$ cat config.mk
export PLATFORM = sky130hd
export DESIGN_NAME = n_bit_register_pipe
export DESIGN_NICKNAME = d
export VERILOG_FILES = /design/src/rtl/n_bit_register_pipe.sv
export SDC_FILE = /design/constraint.sdc
export NUM_CORES = 1
export LEC_CHECK = 0
export CORE_MARGIN = 10
export CORE_UTILIZATION = 57
export DETAILED_ROUTE_END_ITERATION = 12
export PLACE_DENSITY = 0.83
export SETUP_SLACK_MARGIN = 0.2
export SKIP_LAST_GASP = 1
export SLEW_MARGIN = 10
export SYNTH_ARGS = -nofsm -noshare
export SYNTH_HDL_FRONTEND = slang
export SYNTH_SLANG_ARGS = --single-unit
$ cat constraint.sdc
create_clock -name clk -period 2.7 [get_ports clk]
set_input_delay 0.54 -clock clk [delete_from_list [all_inputs] [get_ports clk]]
set_output_delay 0.54 -clock clk [all_outputs]
set_load 0.1 [all_outputs]
$ cat src/rtl/n_bit_register_pipe.sv
// Elastic STAGES-deep WIDTH-bit register pipe with valid/ready on both sides, bubble collapsing and flush.
// Latency STAGES cycles into an empty pipe; ready_o falls only when all stages are full and ready_i is low.
// Optional occupancy output count_o is built when STAGE_COUNT_EN is defined.
module n_bit_register_pipe #(
  parameter int WIDTH  = 8,
  parameter int STAGES = 4
) (
  input  logic                            clk,
  input  logic                            reset_n,
  input  logic                            flush_i,
  input  logic                            valid_i,
  output logic                            ready_o,
  input  logic [WIDTH-1:0]                data_i,
  output logic                            valid_o,
  input  logic                            ready_i,
`ifdef STAGE_COUNT_EN
  output logic [$clog2(STAGES+1)-1:0]     count_o,
`endif
  output logic [WIDTH-1:0]                data_o
);

  logic [STAGES-1:0] v_q, v_d;
  logic [WIDTH-1:0]  d_q [STAGES];
  logic [WIDTH-1:0]  d_d [STAGES];
  logic [STAGES-1:0] adv;
  logic [STAGES-1:0] load;
  logic              all_full_ahead;
  logic              in_xfer;
  logic              out_xfer;

  // A stage advances when downstream accepts or any later stage is empty;
  // expressed without self-reference to keep the chain a plain OR tree.
  always_comb begin
    adv            = '0;
    load           = '0;
    all_full_ahead = 1'b1;
    for (int k = STAGES - 1; k >= 0; k--) begin
      adv[k]         = ready_i || !all_full_ahead;
      load[k]        = !v_q[k] || adv[k];
      all_full_ahead = all_full_ahead && v_q[k];
    end
  end

  assign ready_o  = load[0] && !flush_i;
  assign in_xfer  = valid_i && ready_o;
  assign out_xfer = v_q[STAGES-1] && ready_i;
  assign valid_o  = v_q[STAGES-1];
  assign data_o   = d_q[STAGES-1];

  always_comb begin
    v_d = v_q;
    d_d = d_q;
    if (flush_i) begin
      v_d = '0;
      for (int k = 0; k < STAGES; k++) d_d[k] = '0;
    end else begin
      if (load[0]) begin
        v_d[0] = in_xfer;
        d_d[0] = data_i;
      end
      for (int k = 1; k < STAGES; k++) begin
        if (load[k]) begin
          v_d[k] = v_q[k-1];
          d_d[k] = d_q[k-1];
        end
      end
    end
  end

  always_ff @(posedge clk or negedge reset_n) begin
    if (!reset_n) begin
      v_q <= '0;
      for (int k = 0; k < STAGES; k++) d_q[k] <= '0;
    end else begin
      v_q <= v_d;
      for (int k = 0; k < STAGES; k++) d_q[k] <= d_d[k];
    end
  end

`ifdef STAGE_COUNT_EN
  localparam int CW = $clog2(STAGES + 1);

  logic [CW-1:0] count_q, count_d;

  always_comb begin
    count_d = count_q;
    if (flush_i) begin
      count_d = '0;
    end else if (in_xfer && !out_xfer) begin
      count_d = count_q + CW'(1);
    end else if (out_xfer && !in_xfer) begin
      count_d = count_q - CW'(1);
    end
  end

  always_ff @(posedge clk or negedge reset_n) begin
    if (!reset_n) count_q <= '0;
    else          count_q <= count_d;
  end

  assign count_o = count_q;
`endif

endmodule
==> impl_metrics.csv <==
group,metric,value,unit
run_status,outcome,"complete, no violations",
die,rows,19,
die,die_width,73.56,um
yosys,syn_area_per_cell,9.851,sq um
routing,vias,1078,
yosys,synth_async_sr_flop_share,100.0,%
pwr,max-vdd-ir-drop,0.4412,mV
yosys,syn_inst,166,
run,cap_violations,0,
yosys,yosys-top-cells-count,"nand2_1, dfrtp_1, a21oi_1, nand2b_1, buf_4",
global_routing,globalRouteMet2Util,18.47,%
place,routabilityCongestion,0.7728,
yosys,yosysMostFrequentCell,"nand2_1",
pwr,p_comb_share,10.1,%
timing,holdWs,506.8,ps
routing,wl,2852,um
worst_setup_path,cpPeakStageDelay,450,ps
yosys,ys.flop_type,"dfrtp_1",
timing,tightestPinTransition,428.7,ps
worst_setup_path,critical_path.slowest_cell,"clkdlybuf4s50_1",
clock_tree,clock-root-buffer,"clkbuf_4",
die,initial_core_util,59.30,%
routing,dr.pass1.iters,4,
place,io_buffers,22,
final_layout,drive_gt1_share,15.00,%
worst_setup_path,cp_max_fo,10,
final_layout,diodes,0,
die,die_y,73.56,um
final_layout,nets,193,
yosys,syn_area,1635,sq um
yosys,synth_edf_count,0,
timing,fin_skew,4.077,ps
clock_tree,cts.repair.resized,0,
clock_tree,cts-buffers-inserted,5,
pwr,power.share.switching,24.17,%
worst_setup_path,setup.worst_path.class,"primary input to primary output",
routing,drtAntennaViolNets,0,
yosys,yosysWarnings,0,
worst_setup_path,cp.required,2160,ps
global_routing,antenna_found_initial,0,
yosys,synth.area.top_cells,"dfrtp_1, nand2_1, a21oi_1",
timing,hold_viol,0,
pwr,power.internal,0.0007439,W
global_routing,grt_pass1_vias,1115,
pwr,pwr_density_cell,528.3,nW/um^2
global_routing,grt_pass1_wl,4788,um
worst_setup_path,worstPathCellList,"clkdlybuf4s50_1 -> nand3b_1 -> nor2_8 -> nor2_4 -> buf_12",
timing,finalMaxSlewViolations,0,
clock_tree,postCtsSetupRepairBufs,0,
clock_tree,cts_max_path_buffers,2,
die,die_area,5411,sq um
timing,period_minus_slack,2347,ps
hold_path,min_path_type,"register to register",
timing,rsz0062_at_grt,"false",
global_routing,grt_busiest_layer,"met2",
pwr,sequentialPowerShare,57.9,%
clock_tree,path_clk_slew,100,ps
worst_setup_path,crit_path_start_kind,"primary input",
timing,post-route-period-util,86.92,%
clock_tree,htree_levels,2,
timing,final.setup.tns,0,ps
yosys,synth_cell_types,21,
timing,final-setup-viol-count,0,
final_layout,fillers,218,
global_routing,gr-usage-all-layers,11.43,%
yosys,yosysSeqAreaShare,55.09,%
pwr,p_sw,0.0002371,W
clock_tree,tritoncts,"built",
worst_setup_path,end_kind,"primary output",
pwr,p_leak,0.8421,nW
yosys,netlist.area_leader.share,55.09,%
yosys,yosysTopAreaCell,"dfrtp_1",
die,ios,23,
routing,first_iter_violations,114,
worst_setup_path,crit_buf_inv,2,
clock_tree,cts.hold.buffers_added,0,
timing,fmax,426.1,MHz
global_routing,use_met1,12.24,%
clock_tree,clk_latency,340,ps
clock_tree,clock-sinks,36,
die,core,2758,sq um
yosys,syn-num-nets,179,
worst_setup_path,critPathTopFamily,"simple AND/OR/NAND/NOR gates",
final_layout,area_growth,13.54,%
timing,slew_headroom,71.42,%
routing,drcViolationCount,0,
yosys,ys_ff_latch,36,
place,dp_hpwl,1989,um
worst_setup_path,crit_arrival,1810,ps
global_routing,grt_util_met3,4.576,%
routing,routedWlPerCell,13.52,um
pwr,clkPwrFrac,32.0,%
global_routing,grt_overflow,0,
global_routing,grt_max_degree,45,
routing,viasPerCell,5.109,
==> cells in the final DEF, fill, tap and decap left out, drive strengths merged <==
| cell type | instances |
|---|---|
| mux2i | 8 |
| clkbuf | 7 |
| nand3 | 8 |
| dfrtp | 36 |
| buf | 14 |
| nor2 | 6 |
| nand2b | 17 |
| a21oi | 25 |
| nand4b | 1 |
| nand2 | 41 |
| inv | 1 |
| and4b | 1 |
| nor2b | 1 |
| nand3b | 1 |
| o21ba | 1 |
| clkdlybuf4s50 | 12 |
==> cell type report <==
| type | count | area [sq um] | share of cell area (%) |
|---|---|---|---|
| tap | 31 | 38.79 | 2.089 |
| multi-input combinational | 110 | 610.6 | 32.88 |
| clock buffer | 7 | 65.06 | 3.504 |
| inverter | 1 | 3.754 | 0.2022 |
| timing repair buffer | 26 | 237.7 | 12.80 |
| sequential | 36 | 900.9 | 48.52 |
==> worst paths after layout <==
path,startpoint,endpoint,slack (ps),depth (start not counted)
worst max register to register,v_q[2],d_q[24],1230,3
min in group asynchronous,reset_n,data_o[0],610,2
worst min-delay path,v_q[0],v_q[1],510,2
max in group asynchronous,reset_n,d_q[12],1790,2
worst max-delay path,ready_i,ready_o,350,5
worst min register to register,v_q[0],v_q[1],510,2
==> cell families (layout without fill, tap and decap cells) <==
family	count (synthesis)	in the layout	synth area share (%)
AND/OR/NAND/NOR	76	76	23.49
flip-flops	36	36	55.09
AO/OA/AOI/OAI	26	26	8.493
buffers and inverters	20	34	8.033
multiplexers	8	8	4.897
==> worst min-delay path: stages (launching register included) <==
cell and delay [ps]:
dfrtp_1 360, nor2_1 50, nor2_1 70
==> metrics by stage <==
stage	util (%)	power (W)	instance area [sq um]	setup slack, ps	instances
floorplan	-	0.0006387	1643	432.3	166
global placement	64.97	0.0006755	1792	366.9	204
detailed placement	64.97	0.0006797	1792	338.0	204
CTS	67.33	0.0009895	1857	339.8	211
global route	67.33	0.001017	1857	263.4	211
finish	67.33	0.0009810	1857	353.2	211
==> routing by layer <==
layer  share of wire (%)  wire length [um]
met2                  49              1406
met3                 6.3               179
met4                 2.4                68
met5                   0                 0
met1                  42              1196
==> sequential cells by signal (all words and copies together), names as in the netlist <==
name,flops
v_q,4
data_o,8
d_q,24
==> power groups by stage <==
| stage | clock (W) | sequential [W] | combinational (W) |
|---|---|---|---|
| finish | 0.000313 | 0.000568 | 0.0000994 |
| CTS | 0.000320 | 0.000568 | 0.000101 |
| global route | 0.000338 | 0.000570 | 0.000109 |
| floorplan | 0 | 0.000577 | 0.0000612 |
| global placement | 0 | 0.000577 | 0.0000980 |
| detailed placement | 0 | 0.000579 | 0.000101 |
Note: power is estimated with default switching activity, not from simulation.
